File: src/rtl/rgb_pwm_driver.sv
// rgb_pwm_driver: double-buffered three-channel PWM driving active-low RGB LED pads.
// Build option PWM_PHASE_STAGGER_EN offsets green/blue phases by 1/3 and 2/3 of a period.
module rgb_pwm_driver #(
    parameter int PWM_INTERVAL = 1200,
    localparam int W = $clog2(PWM_INTERVAL)
) (
    input  logic         clk,
    input  logic         rst_n,
    input  logic         en,
    input  logic [W-1:0] duty_r,
    input  logic [W-1:0] duty_g,
    input  logic [W-1:0] duty_b,
    output logic         led_r_n,
    output logic         led_g_n,
    output logic         led_b_n,
    output logic         period_start
);
    localparam logic [W-1:0] LAST = W'(PWM_INTERVAL - 1);

    logic [W-1:0] cnt, shadow_r, shadow_g, shadow_b, ph_g, ph_b;
    logic         wrap;

    assign wrap = (cnt == LAST);

`ifdef PWM_PHASE_STAGGER_EN
    localparam logic [W:0] PER   = (W+1)'(PWM_INTERVAL);
    localparam logic [W:0] OFF_G = (W+1)'(PWM_INTERVAL / 3);
    localparam logic [W:0] OFF_B = (W+1)'(2 * PWM_INTERVAL / 3);

    logic [W:0] sum_g, sum_b;

    // sums stay below 2*PWM_INTERVAL, so one conditional subtract wraps them
    always_comb begin
        sum_g = {1'b0, cnt} + OFF_G;
        sum_b = {1'b0, cnt} + OFF_B;
        ph_g  = (sum_g >= PER) ? W'(sum_g - PER) : W'(sum_g);
        ph_b  = (sum_b >= PER) ? W'(sum_b - PER) : W'(sum_b);
    end
`else
    assign ph_g = cnt;
    assign ph_b = cnt;
`endif

    always_ff @(posedge clk or negedge rst_n) begin
        if (!rst_n) begin
            cnt          <= '0;
            shadow_r     <= '0;
            shadow_g     <= '0;
            shadow_b     <= '0;
            led_r_n      <= 1'b1;
            led_g_n      <= 1'b1;
            led_b_n      <= 1'b1;
            period_start <= 1'b0;
        end else if (!en) begin
            // shadows track the inputs so the first enabled period is full length
            cnt          <= '0;
            shadow_r     <= duty_r;
            shadow_g     <= duty_g;
            shadow_b     <= duty_b;
            led_r_n      <= 1'b1;
            led_g_n      <= 1'b1;
            led_b_n      <= 1'b1;
            period_start <= 1'b0;
        end else begin
            cnt          <= wrap ? '0 : cnt + W'(1);
            if (wrap) begin
                shadow_r <= duty_r;
                shadow_g <= duty_g;
                shadow_b <= duty_b;
            end
            led_r_n      <= (cnt >= shadow_r);
            led_g_n      <= (ph_g >= shadow_g);
            led_b_n      <= (ph_b >= shadow_b);
            period_start <= wrap;
        end
    end
endmodule

File: config.mk
export PLATFORM = sky130hd
export DESIGN_NAME = rgb_pwm_driver
export DESIGN_NICKNAME = d
export VERILOG_FILES = /design/src/rtl/rgb_pwm_driver.sv
export SDC_FILE = /design/constraint.sdc
export NUM_CORES = 1
export LEC_CHECK = 0
export BUFFER_PORTS_ARGS = -buffer_cell sky130_fd_sc_hd__buf_2
export CAP_MARGIN = 40
export CORE_ASPECT_RATIO = 1.1
export CORE_MARGIN = 8
export CORE_UTILIZATION = 53
export DETAILED_ROUTE_END_ITERATION = 10
export GPL_ROUTABILITY_DRIVEN = 0
export PLACE_DENSITY = 0.75
export SYNTH_ARGS = -nofsm -noshare
export SYNTH_HDL_FRONTEND = slang
export SYNTH_SLANG_ARGS = --single-unit
export TNS_END_PERCENT = 5
File: constraint.sdc
create_clock -name clk -period 5.75 [get_ports clk]
set_clock_uncertainty 0.2 [all_clocks]
set_input_delay 0.8625 -clock clk [delete_from_list [all_inputs] [get_ports clk]]
set_output_delay 0.8625 -clock clk [all_outputs]
set_load 0.01 [all_outputs]
# After elaboration in Yosys (flattened, before gate mapping)
# Index checks and enable logic that the tools add are counted.
[op_classes]
addsub = 1
n_eq_ne = 2
n_mul = 0
muxes = 12
div = 0
bitwise = 0
n_reduce_logical = 0
magnitude_cmp = 3
n_shift = 0
[op_table]
columns = ["op", "n"]
rows = [
  ["$mux 11", 8],
  ["$ge 11x11->1", 3],
  ["$add 11x1->11 const B", 1],
  ["$eq 11x11->1 const B", 1],
  ["$mux 1", 4],
  ["$ne 2x1->1 const B", 1],
]
[totals]
n_memories = 0
wordCells = 26
latch_bits = 0
ramBits = 0
reg_bits = 48
mem_bits_ro = 0

# Logic depth before layout (Yosys ltp)
# Gate-level depths: netlist of the first run.
[logic_depth]
word_depth = 3
mapped_depth = 6
depth_no_buf = 6

# Worst setup path before layout of the first run
# OpenSTA, ideal clock, no wires.
[synth_path]
path_kind = "register -> register"
from = "reg cnt[1]"
to = "reg shadow_b[10]"
slack_ns = 3.804
arrival_time_ns = 1.621
stages_incl_launch_ff = 7
t_required_ns = 5.425
n_path_buf = 1
setup_time_ns = 0.125
path_cell_list = "dfrtp_1 -> ha_1 -> and4_1 -> nand4b_4 -> nand2_8 -> buf_12 -> mux2_4"
[synth_via]
elab_chain_len = 2
[synth_rtl]
columns = ["element", "line_no", "rtl"]
rows = [
  ["from (decl)", "20", "logic [W-1:0] cnt, shadow_r, shadow_g, shadow_b, ph_g, ph_b;"],
  ["from (signal assigned)", "65", "cnt <= wrap ? '0 : cnt + W'(1);"],
  ["$eq 11x11->1", "23", "assign wrap = (cnt == LAST);"],
  ["$ne 2x1->1 (no line)", "-", ""],
  ["to (signal assigned)", "59", "shadow_b <= duty_b;"],
  ["to (signal assigned)", "69", "shadow_b <= duty_b;"],
  ["to (decl)", "20", ""],
]
# Every way passes these cells.
# A chain may end at the register's enable or synchronous reset.

# Worst setup path after layout of the first run
[layout_path]
from = "reg cnt[1]"
to = "reg shadow_b[0]"
# The elaborated chain is that of the path after synthesis.

==> tab_implementation.tex, run 1 <==
\begin{tabular}{lr}
\hline
Metric & Value \\
\hline
\multicolumn{2}{l}{\textbf{Clocking}} \\
\quad TritonCTS clock tree & done \\
\quad Post\_cts resized & 0 \\
\quad Num CTS Buffers & 5 \\
\quad Maximum clock path buffer count & 2 \\
\quad Sinks on Clock Net & 48 \\
\quad Clock-pin transition on the worst setup and hold timing paths & 0.08 ns \\
\quad Master cell of the clock root buffer & sky130\_fd\_sc\_hd\_\_clkbuf\_8 \\
\quad Later-pin clock latency in the skew report & 0.29 ns \\
\quad Maximum level of the CTS H-tree & 2 \\
\quad Cts-stage hold buffer count & 0 \\
\quad Buffers inserted during post-CTS setup optimization & 0 \\
\multicolumn{2}{l}{\textbf{Placed design}} \\
\quad HPWL after DPL & approximately 3.8 mm \\
\quad Placed standard-cell area & roughly 3000 um2 \\
\quad Pre-CTS setup slack & 3.47 ns \\
\quad Count of input and output buffers & 39 \\
\quad Cell count after placement & about 330 \\
\multicolumn{2}{l}{\textbf{Cells and area}} \\
\quad Most common cell after layout, fill and taps aside & sky130\_fd\_sc\_hd\_\_dfrtp\_1 \\
\quad Layout-stage area growth over the synthesis result & 10.4\% \\
\quad Final cell area excluding filler cells & around 3100 um2 \\
\quad Fillers & around 460 \\
\quad Count of placed standard cells in the final layout, fillers left out & around 330 \\
\quad Share of layout cells above drive strength 1 & between 30\% and 40\% \\
\quad Most used cells in the layout excluding fill and tap cells & sky130\_fd\_sc\_hd\_\_dfrtp\_1 (45), sky130\_fd\_sc\_hd\_\_buf\_2 (39), sky130\_fd\_sc\_hd\_\_ha\_1 (34) \\
\quad Antenna Cells & 0 \\
\quad Final cell utilization of the core & between 50\% and 60\% \\
\quad Post-layout nets & around 340 \\
\multicolumn{2}{l}{\textbf{Die}} \\
\quad Row cnt & 28 \\
\quad Effective utilization at floorplan & a little over half \\
\quad DIE WIDTH & around 86 um \\
\quad I/O Pins & 40 \\
\quad Die area & just under 8000 um2 \\
\quad Die Y-Extent & around 93 um \\
\quad Core region area & around 5300 um2 \\
\multicolumn{2}{l}{\textbf{GRT}} \\
\quad Wire length of the first global-routing pass & between 8 and 9 mm \\
\quad Via count of the first global-routing pass & 1925 \\
\quad Global-route congestion overflow total & 0 \\
\quad Antenna violations before repair & 0 \\
\quad Maximum number of pins on one net before global-route repair & 42 \\
\quad Combined global-route utilization of all metal layers & between 10 and 15\% \\
\multicolumn{2}{l}{\textbf{Flow run}} \\
\quad Max capacitance violation total & 0 \\
\multicolumn{2}{l}{\textbf{Synth}} \\
\quad Yosys synthesis warning count & 0 \\
\quad \#FFs+latches synth & 48 \\
\quad Net Count, Synth & 300 \\
\quad Gate count after technology mapping & 230 \\
\quad Sequential area share after synthesis & 42.5\% \\
\quad Proportion of netlist area held by the largest area contributor & around 40\% \\
\quad Area leader, netlist & sky130\_fd\_sc\_hd\_\_dfrtp\_1 \\
\quad Synth top area cells & sky130\_fd\_sc\_hd\_\_dfrtp\_1 (40\%), sky130\_fd\_sc\_hd\_\_mux2\_4 (16\%), sky130\_fd\_sc\_hd\_\_ha\_1 (15\%) \\
\quad Cell Area, Synth & 2840 um2 \\
\quad Mean cell area of the mapped netlist & $\sim$12 um2 \\
\quad Distinct cell type count after synthesis & 31 \\
\multicolumn{2}{l}{\textbf{STA}} \\
\quad Total count of hold-check failures in the final report & 0 \\
\quad Transition time of the tightest slew-check pin & around 0.53 ns \\
\quad Setup repair after global routing missed its margin & false \\
\quad Min Tclk post-route & roughly 2.3 ns \\
\quad Maximum clock frequency & $\sim$0.44 GHz \\
\quad Sum Neg Setup Slack & 0 ns \\
\quad Worst slew margin relative to its limit & between 60\% and 70\% \\
\quad Worst hold-check slack & 0.291 ns \\
\quad Smallest setup slack after layout & between 3 and 4 ns \\
\quad Period utilization & about two fifths \\
\quad Total of endpoints with negative setup slack in the final report & 0 \\
\quad Number of pins exceeding their max-slew limit in the final report & 0 \\
\multicolumn{2}{l}{\textbf{Power and ir drop}} \\
\quad Power per unit of standard cell area & around 220 nW/um2 \\
\quad Final total power & about 700 uW \\
\quad Pleak & between 1.5 and 2 nW \\
\quad VDD IR max & 104 uV \\
\multicolumn{2}{l}{\textbf{Route}} \\
\quad Number of detailed-route iterations in the first pass & 3 \\
\quad Total routed wirelength & 5.08 mm \\
\quad DRC viols & 0 \\
\quad Post-DRT Antenna Nets & 0 \\
\quad Vias & 1763 \\
\quad Wire length per cell & 15.3 um \\
\quad Per-cell via count in the routed design & roughly 5.3 \\
\quad Drt initial violations & 70 \\
\multicolumn{2}{l}{\textbf{Setup path}} \\
\quad Startpoint class of the critical path & flip-flop \\
\quad Peak per-stage delay on the critical path & between 0.4 and 0.5 ns \\
\quad CP cell instances & ha\_1 > and4\_1 > nand4b\_4 > nand2\_8 > mux2\_2 \\
\quad Slowest CP cell & sky130\_fd\_sc\_hd\_\_dfrtp\_1 \\
\quad Worst setup path class & flip-flop to flip-flop \\
\quad Largest fanout on the critical path & between 40 and 50 \\
\quad Critical Path AT & approximately 2.2 ns \\
\quad Worst endpoint required time & 5.73 ns \\
\quad Nature of the critical path endpoint & flip-flop \\
\multicolumn{2}{l}{\textbf{Min path}} \\
\quad Type of the most critical hold path & flip-flop to flip-flop \\
\multicolumn{2}{l}{\textbf{Status}} \\
\quad Outcome & finished clean \\
\hline
\end{tabular}
[where the power goes]
| part | switching [mW] | internal, mW |
|---|---|---|
| logic | 0.0498 | 0.0661 |
| clock network | 0.105 | 0.0982 |
| registers | 0.0171 | 0.364 |
[synthesized netlist by cell type, drive strengths merged]
| cell | n |
|---|---|
| dfrtp | 45 |
| nand4b | 1 |
| nand2 | 6 |
| dfstp | 3 |
| and4 | 2 |
| a21oi | 5 |
| nor2 | 17 |
| o2111ai | 3 |
| mux2 | 33 |
| nand3 | 2 |
| a21o | 2 |
| nand4 | 7 |
| xor2 | 7 |
| xnor2 | 2 |
| nor4b | 1 |
| and3 | 2 |
| nand2b | 2 |
| a211o | 2 |
| a2111oi | 2 |
| inv | 33 |
| nor2b | 3 |
| buf | 5 |
| ha | 34 |
| o21ai | 7 |
| a211oi | 4 |
[state kept, by name (all words and copies together), names as in the netlist]
signal and cells:
cnt 11, led_b_n 1, led_g_n 1, led_r_n 1, period_start 1, shadow_b 11, shadow_g 11, shadow_r 11
[area by class of cell]
| class | instances | area (um2) | share of cell area (%) |
|---|---|---|---|
| multi-input combinational | 144 | 1420 | 45.4 |
| inverter | 33 | 124 | 3.96 |
| timing repair buffer | 40 | 215 | 6.88 |
| tap | 60 | 75.1 | 2.40 |
| clock buffer | 8 | 90.1 | 2.88 |
| sequential | 48 | 1200 | 38.5 |
[worst paths after layout]
| check | cells after the start | to | startpoint | slack (ns) |
|---|---|---|---|---|
| min | 1 | shadow_r[9] | shadow_r[9] | 0.29 |
| max | 5 | shadow_b[0] | cnt[1] | 3.49 |
| min in group asynchronous | 1 | shadow_r[5] | rst_n | 0.34 |
| max in group asynchronous | 2 | led_g_n | rst_n | 4.42 |
| min reg2reg | 1 | shadow_r[9] | shadow_r[9] | 0.29 |
| max reg2reg | 5 | shadow_b[0] | cnt[1] | 3.49 |
[logic make-up (layout without fill, tap and decap cells)]
| kind of cell | Yosys count | in the layout | synth area share, % |
|---|---|---|---|
| flip-flops | 48 | 48 | 42.5 |
| AND/OR/NAND/NOR | 43 | 43 | 9.36 |
| buffers and inverters | 38 | 81 | 7.41 |
| adder cells (fa/ha/maj) | 34 | 34 | 15.0 |
| multiplexers | 33 | 33 | 17.1 |
| AO/OA/AOI/OAI | 25 | 25 | 5.87 |
| XOR/XNOR | 9 | 9 | 2.78 |
[critical path: cells and delay by family (launching register included)]
kind	cells	cell delay [ns]
simple gates	3	0.84
flops	1	0.46
mux	1	0.38
fa+ha+maj	1	0.25
[layer usage]
metal	wire length, um	track usage [%]	vias up
li1	-	-	877
met1	2370	17.2	845
met2	2430	23.4	32
met3	174	2.48	9
met4	106	6.58	0
met5	0	0	-
No activity file was read; power rests on OpenSTA's default activity.
==> run 2: changes to the inputs <==
- ABC_AREA: default -> 1
- clock period: 5.75 -> 2.1 ns (I/O delays scaled with it)
==> run 2 against run 1 <==
Compared with the run above: global-route usage up 2.6 points; critical path type unchanged; largest cell class unchanged; die area grew 1.4%; final area grew 5.3%; flip-flop and latch count stayed put; via count up 37%; combinational power grew to 3.0 times the previous value; sequential share of layout area down 1.9 points.
==> tab_implementation.tex, run 2 <==
\begin{tabular}{lr}
\hline
Metric & Value \\
\hline
\multicolumn{2}{l}{\textbf{Cells and area}} \\
\quad Fillers & just over 500 \\
\quad Antenna Cells & 0 \\
\quad Final cell utilization of the core & roughly three fifths \\
\quad Share of layout cells above drive strength 1 & a little under a fifth \\
\quad Layout-stage area growth over the synthesis result & 14.3\% \\
\quad Post-layout nets & $\sim$470 \\
\quad Most common cell after layout, fill and taps aside & sky130\_fd\_sc\_hd\_\_nand2\_1 \\
\quad Count of placed standard cells in the final layout, fillers left out & about 480 \\
\quad Sequential cell area & around 1200 um2 \\
\quad Most used cells in the layout excluding fill and tap cells & sky130\_fd\_sc\_hd\_\_nand2\_1 (98), sky130\_fd\_sc\_hd\_\_inv\_1 (57), sky130\_fd\_sc\_hd\_\_dfrtp\_1 (45) \\
\quad Footprint of the multi-input gates & around 1400 um2 \\
\multicolumn{2}{l}{\textbf{Synth}} \\
\quad Share of synthesized registers carrying an async set or reset & between 90\% and 100\% \\
\quad Yosys synthesis warning count & 0 \\
\quad Proportion of netlist area held by the largest area contributor & a little under 40\% \\
\quad Gate count after technology mapping & between 300 and 400 \\
\quad Mean cell area of the mapped netlist & about 8.1 um2 \\
\quad Net Count, Synth & 425 \\
\quad Area leader, netlist & sky130\_fd\_sc\_hd\_\_dfrtp\_1 \\
\quad Synth top area cells & sky130\_fd\_sc\_hd\_\_dfrtp\_1 (39\%), sky130\_fd\_sc\_hd\_\_ha\_1 (15\%), sky130\_fd\_sc\_hd\_\_nand2\_1 (13\%) \\
\quad Dominant synthesized flop cell & sky130\_fd\_sc\_hd\_\_dfrtp\_1 \\
\quad Top post-synthesis cells by count & sky130\_fd\_sc\_hd\_\_nand2\_1 (98), sky130\_fd\_sc\_hd\_\_inv\_1 (57), sky130\_fd\_sc\_hd\_\_dfrtp\_1 (45) \\
\quad Cell Area, Synth & between 2000 and 3000 um2 \\
\quad Sequential area share after synthesis & a little over two fifths \\
\quad Number of enable flip-flop cells after synthesis & 0 \\
\quad Most frequent cell after synthesis & sky130\_fd\_sc\_hd\_\_nand2\_1 \\
\quad Distinct cell type count after synthesis & 25 \\
\quad \#FFs+latches synth & 48 \\
\multicolumn{2}{l}{\textbf{GRT}} \\
\quad Met2 global-route usage & a little under 30\% \\
\quad GR Layer Usage met1 & around a fifth \\
\quad Maximum number of pins on one net before global-route repair & between 40 and 50 \\
\quad Global routing usage on met3 & 3.68\% \\
\quad Most used routing layer in global routing & met2 \\
\quad Wire length of the first global-routing pass & around 11 mm \\
\quad Antenna violations before repair & 0 \\
\quad Global-route congestion overflow total & 0 \\
\quad Combined global-route utilization of all metal layers & about 17\% \\
\quad Via count of the first global-routing pass & $\sim$2400 \\
\multicolumn{2}{l}{\textbf{Power and ir drop}} \\
\quad Clock network power share & $\sim$30\% \\
\quad Switching part of the total power & 27.3\% \\
\quad Final total power & a little under 2 mW \\
\quad Logic pwr share & between 15 and 20\% \\
\quad Power share of the sequential group & between 50\% and 60\% \\
\quad VDD IR max & just over 500 uV \\
\quad Power per unit of standard cell area & about 580 nW/um2 \\
\quad Internal power & 1.40 mW \\
\quad Pleak & about 1.8 nW \\
\quad Sw power & roughly 520 uW \\
\multicolumn{2}{l}{\textbf{Setup path}} \\
\quad Largest fanout on the critical path & 16 \\
\quad Startpoint class of the critical path & flip-flop \\
\quad Worst-case reg-to-reg path depth & 10 \\
\quad CP cell instances & ha\_1 > nand2\_1 > inv\_2 > nand2\_1 > nor2\_2 > nand2\_2 > nand2\_4 > buf\_12 > nand2\_1 > o21ai\_1 \\
\quad Setup crit start & cnt[1] \\
\quad R2r endpoint & shadow\_r[8] \\
\quad Worst setup path class & flip-flop to flip-flop \\
\quad Crit path top cell by count & sky130\_fd\_sc\_hd\_\_nand2\_1 \\
\quad Nature of the critical path endpoint & flip-flop \\
\quad Slowest CP cell & sky130\_fd\_sc\_hd\_\_dfrtp\_1 \\
\quad Startpoint of the most critical register-to-register path & cnt[1] \\
\quad Worst endpoint required time & 2.12 ns \\
\quad Critical Path AT & approximately 1.9 ns \\
\quad Register-to-register setup slack & between 0.15 and 0.2 ns \\
\quad Peak per-stage delay on the critical path & 0.44 ns \\
\multicolumn{2}{l}{\textbf{Die}} \\
\quad Row cnt & 28 \\
\quad Die Y-Extent & approximately 93 um \\
\quad Effective utilization at floorplan & between 50\% and 60\% \\
\quad I/O Pins & 40 \\
\quad Core region area & about 5300 um2 \\
\quad DIE WIDTH & approximately 86 um \\
\quad Die area & approximately 8100 um2 \\
\multicolumn{2}{l}{\textbf{Placed design}} \\
\quad Cell count after placement & 470 \\
\quad HPWL after DPL & just under 5 mm \\
\quad Count of input and output buffers & 39 \\
\quad Pre-CTS setup slack & between 0.2 and 0.25 ns \\
\multicolumn{2}{l}{\textbf{STA}} \\
\quad Worst slew margin relative to its limit & between 50\% and 60\% \\
\quad Sum Neg Setup Slack & 0 ns \\
\quad Min Tclk post-route & between 1.5 and 2 ns \\
\quad Total count of hold-check failures in the final report & 0 \\
\quad Transition time of the tightest slew-check pin & about 0.61 ns \\
\quad Smallest setup slack after layout & about 0.19 ns \\
\quad Maximum clock frequency & around 0.52 GHz \\
\quad Period utilization & between 90\% and 100\% \\
\quad Number of pins exceeding their max-slew limit in the final report & 0 \\
\quad Total of endpoints with negative setup slack in the final report & 0 \\
\quad Setup repair after global routing missed its margin & false \\
\multicolumn{2}{l}{\textbf{Flow run}} \\
\quad Max capacitance violation total & 0 \\
\multicolumn{2}{l}{\textbf{Clocking}} \\
\quad Master cell of the clock root buffer & sky130\_fd\_sc\_hd\_\_clkbuf\_8 \\
\quad Later-pin clock latency in the skew report & about 0.30 ns \\
\quad Maximum clock path buffer count & 2 \\
\quad TritonCTS clock tree & done \\
\quad Num CTS Buffers & 5 \\
\quad Sinks on Clock Net & 48 \\
\quad Maximum level of the CTS H-tree & 2 \\
\quad Clock-pin transition on the worst setup and hold timing paths & around 0.080 ns \\
\multicolumn{2}{l}{\textbf{Route}} \\
\quad Total routed wirelength & roughly 6.3 mm \\
\quad Wire length per cell & around 13 um \\
\quad Post-DRT Antenna Nets & 0 \\
\quad Drt initial violations & 113 \\
\quad Vias & around 2400 \\
\quad DRC viols & 0 \\
\quad Number of detailed-route iterations in the first pass & 4 \\
\quad Per-cell via count in the routed design & 5.04 \\
\multicolumn{2}{l}{\textbf{Min path}} \\
\quad Worst Hold Launch & duty\_g[0] \\
\quad End point of the most critical hold path & shadow\_g[0] \\
\quad Type of the most critical hold path & input pin to flip-flop \\
\quad Hold path depth & 3 \\
\multicolumn{2}{l}{\textbf{Status}} \\
\quad Outcome & finished clean \\
\hline
\end{tabular}
## run 2: cell count changes after synthesis, moves of 4 or more
cell	change
sky130_fd_sc_hd__nand2_1	+93
sky130_fd_sc_hd__mux2_4	-30
sky130_fd_sc_hd__inv_1	+24
sky130_fd_sc_hd__o21ai_0	+17
sky130_fd_sc_hd__nor2_1	+12
sky130_fd_sc_hd__a21oi_1	+10
sky130_fd_sc_hd__o21ai_2	+10
sky130_fd_sc_hd__nand3_1	+6
sky130_fd_sc_hd__nand2_2	+5
sky130_fd_sc_hd__a211oi_1	-4
## run 2: logic make-up after synthesis
kind of cell    count (synthesis)  share of synthesized area (%)
compound gates                 49                           9.80
xor+xnor                        4                           1.21
simple gates                  155                           22.3
fa+ha+maj                      34                           14.8
flops                          48                           41.8
buf+inv                        65                           10.2
## run 2: how the worst max path moves through the flow
stage	end	cells past startpoint	slack [ns]
after floorplan	shadow_g[7]	11	0.42
after global placement	shadow_b[5]	9	0.30
after detailed placement	shadow_g[6]	10	0.23
after CTS	shadow_g[6]	10	0.21
after global routing	shadow_r[8]	10	0.03
final	shadow_r[8]	10	0.19
## run 2: per-stage QoR
stage | hold WS [ns] | instance area (um2)
3_3_place_gp | 0.249 | 3200
3_5_place_dp | 0.251 | 3200
5_1_grt | 0.00574 | 3300
6_report | 0.0156 | 3300
4_1_cts | 0.0113 | 3300
2_1_floorplan | -0.181 | 2880
## run 2: routing by layer
layer | wire, um | part of all wire [%]
met1 | 2670 | 43
met2 | 3210 | 51
met3 | 284 | 4.5
met4 | 103 | 1.6
met5 | 0 | 0
## run 2: critical path: cells and delay by family (launching register included)
kind / cells / cell delay [ns]
adders and majority gates: 1 / 0.21
AOI/OAI and AO/OA: 1 / 0.08
DFF: 1 / 0.44
and+or+nand+nor: 6 / 0.65
buffers and inverters: 2 / 0.25
## run 2: power groups by stage
stage	registers, mW	logic, mW	clock network, mW
2_1_floorplan	1.03	0.220	0
3_3_place_gp	1.03	0.332	0
3_5_place_dp	1.03	0.344	0
4_1_cts	1.01	0.347	0.579
5_1_grt	1.02	0.398	0.617
6_report	1.01	0.343	0.564
## run 2: final cells by class
cell class | count | share of cell area [%]
well taps | 75 | 2.85
multi-input cells | 242 | 42.1
flip-flops and latches | 48 | 36.6
clock buffers | 8 | 2.73
inverters | 58 | 6.61
repair buffers | 48 | 9.19
## run 2: what timing repair did
item	4_1_cts	5_1_grt
buffers inserted	0	0
endpoints found under the hold margin	45	0
hold buffers	1	0
resized for setup	0	0
==> run 3: changes to the inputs <==
- CELL_PAD_IN_SITES_DETAIL_PLACEMENT: default -> 1
- CELL_PAD_IN_SITES_GLOBAL_PLACEMENT: default -> 1
- CORE_UTILIZATION: 53 -> 43
- PLACE_DENSITY: 0.75 -> default
- PLACE_DENSITY_LB_ADDON: default -> 0.1
- clock period: 2.1 -> 2 ns (I/O delays scaled with it)
==> run 3 against run 2 <==
Compared with the run above: sequential share of layout area decreased by 2.6 points; power increased by 9.5%; register-to-register slack about the same; worst hold slack worse by 0.0089 ns; via count is 2.7% higher; final area is 7.6% higher; highest routed layer unchanged; sequential power rose by 5%.
==> tab_implementation.tex, run 3 (synthesized netlist as in run 2, its figures left out) <==
\begin{tabular}{lr}
\hline
Metric & Value \\
\hline
\multicolumn{2}{l}{\textbf{Clocking}} \\
\quad Cts-stage hold buffer count & 26 \\
\quad Num CTS Buffers & 5 \\
\quad Buffers inserted during post-CTS setup optimization & 0 \\
\quad TritonCTS clock tree & done \\
\quad Clock-pin transition on the worst setup and hold timing paths & 0.10 ns \\
\quad Maximum clock path buffer count & 2 \\
\quad Sinks on Clock Net & 48 \\
\quad Post\_cts resized & 0 \\
\quad Later-pin clock latency in the skew report & a little over 0.3 ns \\
\quad Master cell of the clock root buffer & sky130\_fd\_sc\_hd\_\_clkbuf\_8 \\
\quad Maximum level of the CTS H-tree & 2 \\
\multicolumn{2}{l}{\textbf{STA}} \\
\quad Sum Neg Setup Slack & 0 ns \\
\quad Worst slew margin relative to its limit & between 60\% and 70\% \\
\quad Total of endpoints with negative setup slack in the final report & 0 \\
\quad Number of pins exceeding their max-slew limit in the final report & 0 \\
\quad Transition time of the tightest slew-check pin & 0.531 ns \\
\quad Period utilization & about nine tenths \\
\quad Min Tclk post-route & approximately 1.8 ns \\
\quad Setup repair after global routing missed its margin & false \\
\quad Total count of hold-check failures in the final report & 0 \\
\quad Maximum clock frequency & roughly 0.55 GHz \\
\multicolumn{2}{l}{\textbf{Placed design}} \\
\quad HPWL after DPL & around 5.5 mm \\
\quad Count of input and output buffers & 39 \\
\multicolumn{2}{l}{\textbf{Setup path}} \\
\quad Register-to-register setup slack & around 0.19 ns \\
\quad Startpoint class of the critical path & flip-flop \\
\quad Worst setup path class & flip-flop to flip-flop \\
\quad Critical Path AT & $\sim$1.9 ns \\
\quad Worst endpoint required time & a little over 2 ns \\
\quad Setup crit start & cnt[6] \\
\quad R2r endpoint & cnt[8] \\
\quad Worst-case reg-to-reg path depth & 6 \\
\quad Nature of the critical path endpoint & flip-flop \\
\quad Startpoint of the most critical register-to-register path & cnt[6] \\
\quad End point of the critical path & cnt[8] \\
\quad Largest fanout on the critical path & 7 \\
\multicolumn{2}{l}{\textbf{Power and ir drop}} \\
\quad Pleak & $\sim$1.9 nW \\
\quad VDD IR max & $\sim$380 uV \\
\quad Final total power & around 2.1 mW \\
\quad Power per unit of standard cell area & roughly 600 nW/um2 \\
\multicolumn{2}{l}{\textbf{Cells and area}} \\
\quad Post-layout nets & approximately 500 \\
\quad Most used cells in the layout excluding fill and tap cells & sky130\_fd\_sc\_hd\_\_nand2\_1 (98), sky130\_fd\_sc\_hd\_\_inv\_1 (57), sky130\_fd\_sc\_hd\_\_dfrtp\_1 (45) \\
\quad Layout-stage area growth over the synthesis result & 22.9\% \\
\quad Footprint of the multi-input gates & around 1400 um2 \\
\quad Most common cell after layout, fill and taps aside & sky130\_fd\_sc\_hd\_\_nand2\_1 \\
\quad Antenna Cells & 0 \\
\quad Fillers & approximately 840 \\
\quad Sequential cell area & roughly 1200 um2 \\
\quad Final cell utilization of the core & between 50\% and 60\% \\
\quad Share of layout cells above drive strength 1 & between 10\% and 20\% \\
\multicolumn{2}{l}{\textbf{Die}} \\
\quad Die Y-Extent & between 100 and 150 um \\
\quad Die area & approximately 9600 um2 \\
\quad Row cnt & 31 \\
\quad Core region area & between 6000 and 7000 um2 \\
\quad I/O Pins & 40 \\
\quad DIE WIDTH & roughly 94 um \\
\quad Effective utilization at floorplan & between 40\% and 50\% \\
\multicolumn{2}{l}{\textbf{GRT}} \\
\quad Maximum number of pins on one net before global-route repair & between 40 and 50 \\
\quad Antenna violations before repair & 0 \\
\quad Global-route congestion overflow total & 0 \\
\quad Combined global-route utilization of all metal layers & approximately 17\% \\
\quad Wire length of the first global-routing pass & between 10 and 15 mm \\
\quad Via count of the first global-routing pass & about 2700 \\
\multicolumn{2}{l}{\textbf{Route}} \\
\quad Post-DRT Antenna Nets & 0 \\
\quad Drt initial violations & 48 \\
\quad Number of detailed-route iterations in the first pass & 4 \\
\quad Per-cell via count in the routed design & 4.85 \\
\quad Wire length per cell & $\sim$15 um \\
\quad Total routed wirelength & 7.52 mm \\
\quad Vias & 2479 \\
\quad DRC viols & 0 \\
\multicolumn{2}{l}{\textbf{Flow run}} \\
\quad Max capacitance violation total & 0 \\
\multicolumn{2}{l}{\textbf{Min path}} \\
\quad Worst Hold Launch & duty\_g[9] \\
\quad Type of the most critical hold path & input pin to flip-flop \\
\quad Hold path depth & 3 \\
\multicolumn{2}{l}{\textbf{Status}} \\
\quad Outcome & finished clean \\
\hline
\end{tabular}
[run 3: worst min-delay path by stage]
stage	to
2_1_floorplan	cnt[0]
3_3_place_gp	shadow_r[2]
3_5_place_dp	shadow_r[4]
4_1_cts	shadow_b[7]
5_1_grt	shadow_g[9]
6_report	shadow_g[9]
[run 3: per-layer routing]
layer | track usage (%) | wire length (um) | part of all wire (%) | vias to the layer above
li1 | - | - | - | 1265
met4 | 4.03 | 77 | 1.0 | 0
met3 | 3.23 | 241 | 3.2 | 6
met5 | 0 | 0 | 0 | -
met2 | 30.9 | 3900 | 52 | 34
met1 | 20.4 | 3300 | 44 | 1174
[run 3: power by group]
part	leakage, nW	switching (mW)	internal, mW
registers	0.598	0.0233	1.04
logic	1.26	0.230	0.174
clock network	0.0510	0.360	0.277
total	1.91	0.613	1.49
[run 3: metrics by stage]
| stage | worst slack (ns) | hold slack [ns] | instances | area, um2 |
|---|---|---|---|---|
| 6_report | 0.188 | 0.00668 | 511 | 3540 |
| 5_1_grt | 0.0222 | 0.0144 | 511 | 3540 |
| 4_1_cts | 0.186 | 0.00109 | 511 | 3540 |
| 3_5_place_dp | 0.210 | 0.111 | 477 | 3190 |
| 3_3_place_gp | 0.215 | 0.108 | 477 | 3190 |
| 2_1_floorplan | 0.322 | -0.196 | 355 | 2880 |
[run 3: final cells by class]
cell class | instances | area share, %
clock buffer | 6 | 2.33
clock inverter | 2 | 0.282
inverter | 58 | 6.14
multi-input combinational | 242 | 39.1
sequential | 48 | 34.0
tap | 82 | 2.89
timing repair buffer | 73 | 15.2
[run 3: critical path, stage by stage, from the launching register on]
cell                      delay, ns
sky130_fd_sc_hd__dfrtp_1       0.61
sky130_fd_sc_hd__inv_1         0.11
sky130_fd_sc_hd__nand2_1       0.08
sky130_fd_sc_hd__nor2_1        0.06
sky130_fd_sc_hd__a21oi_1       0.45
sky130_fd_sc_hd__nand2_1       0.12
sky130_fd_sc_hd__nor2_1        0.10
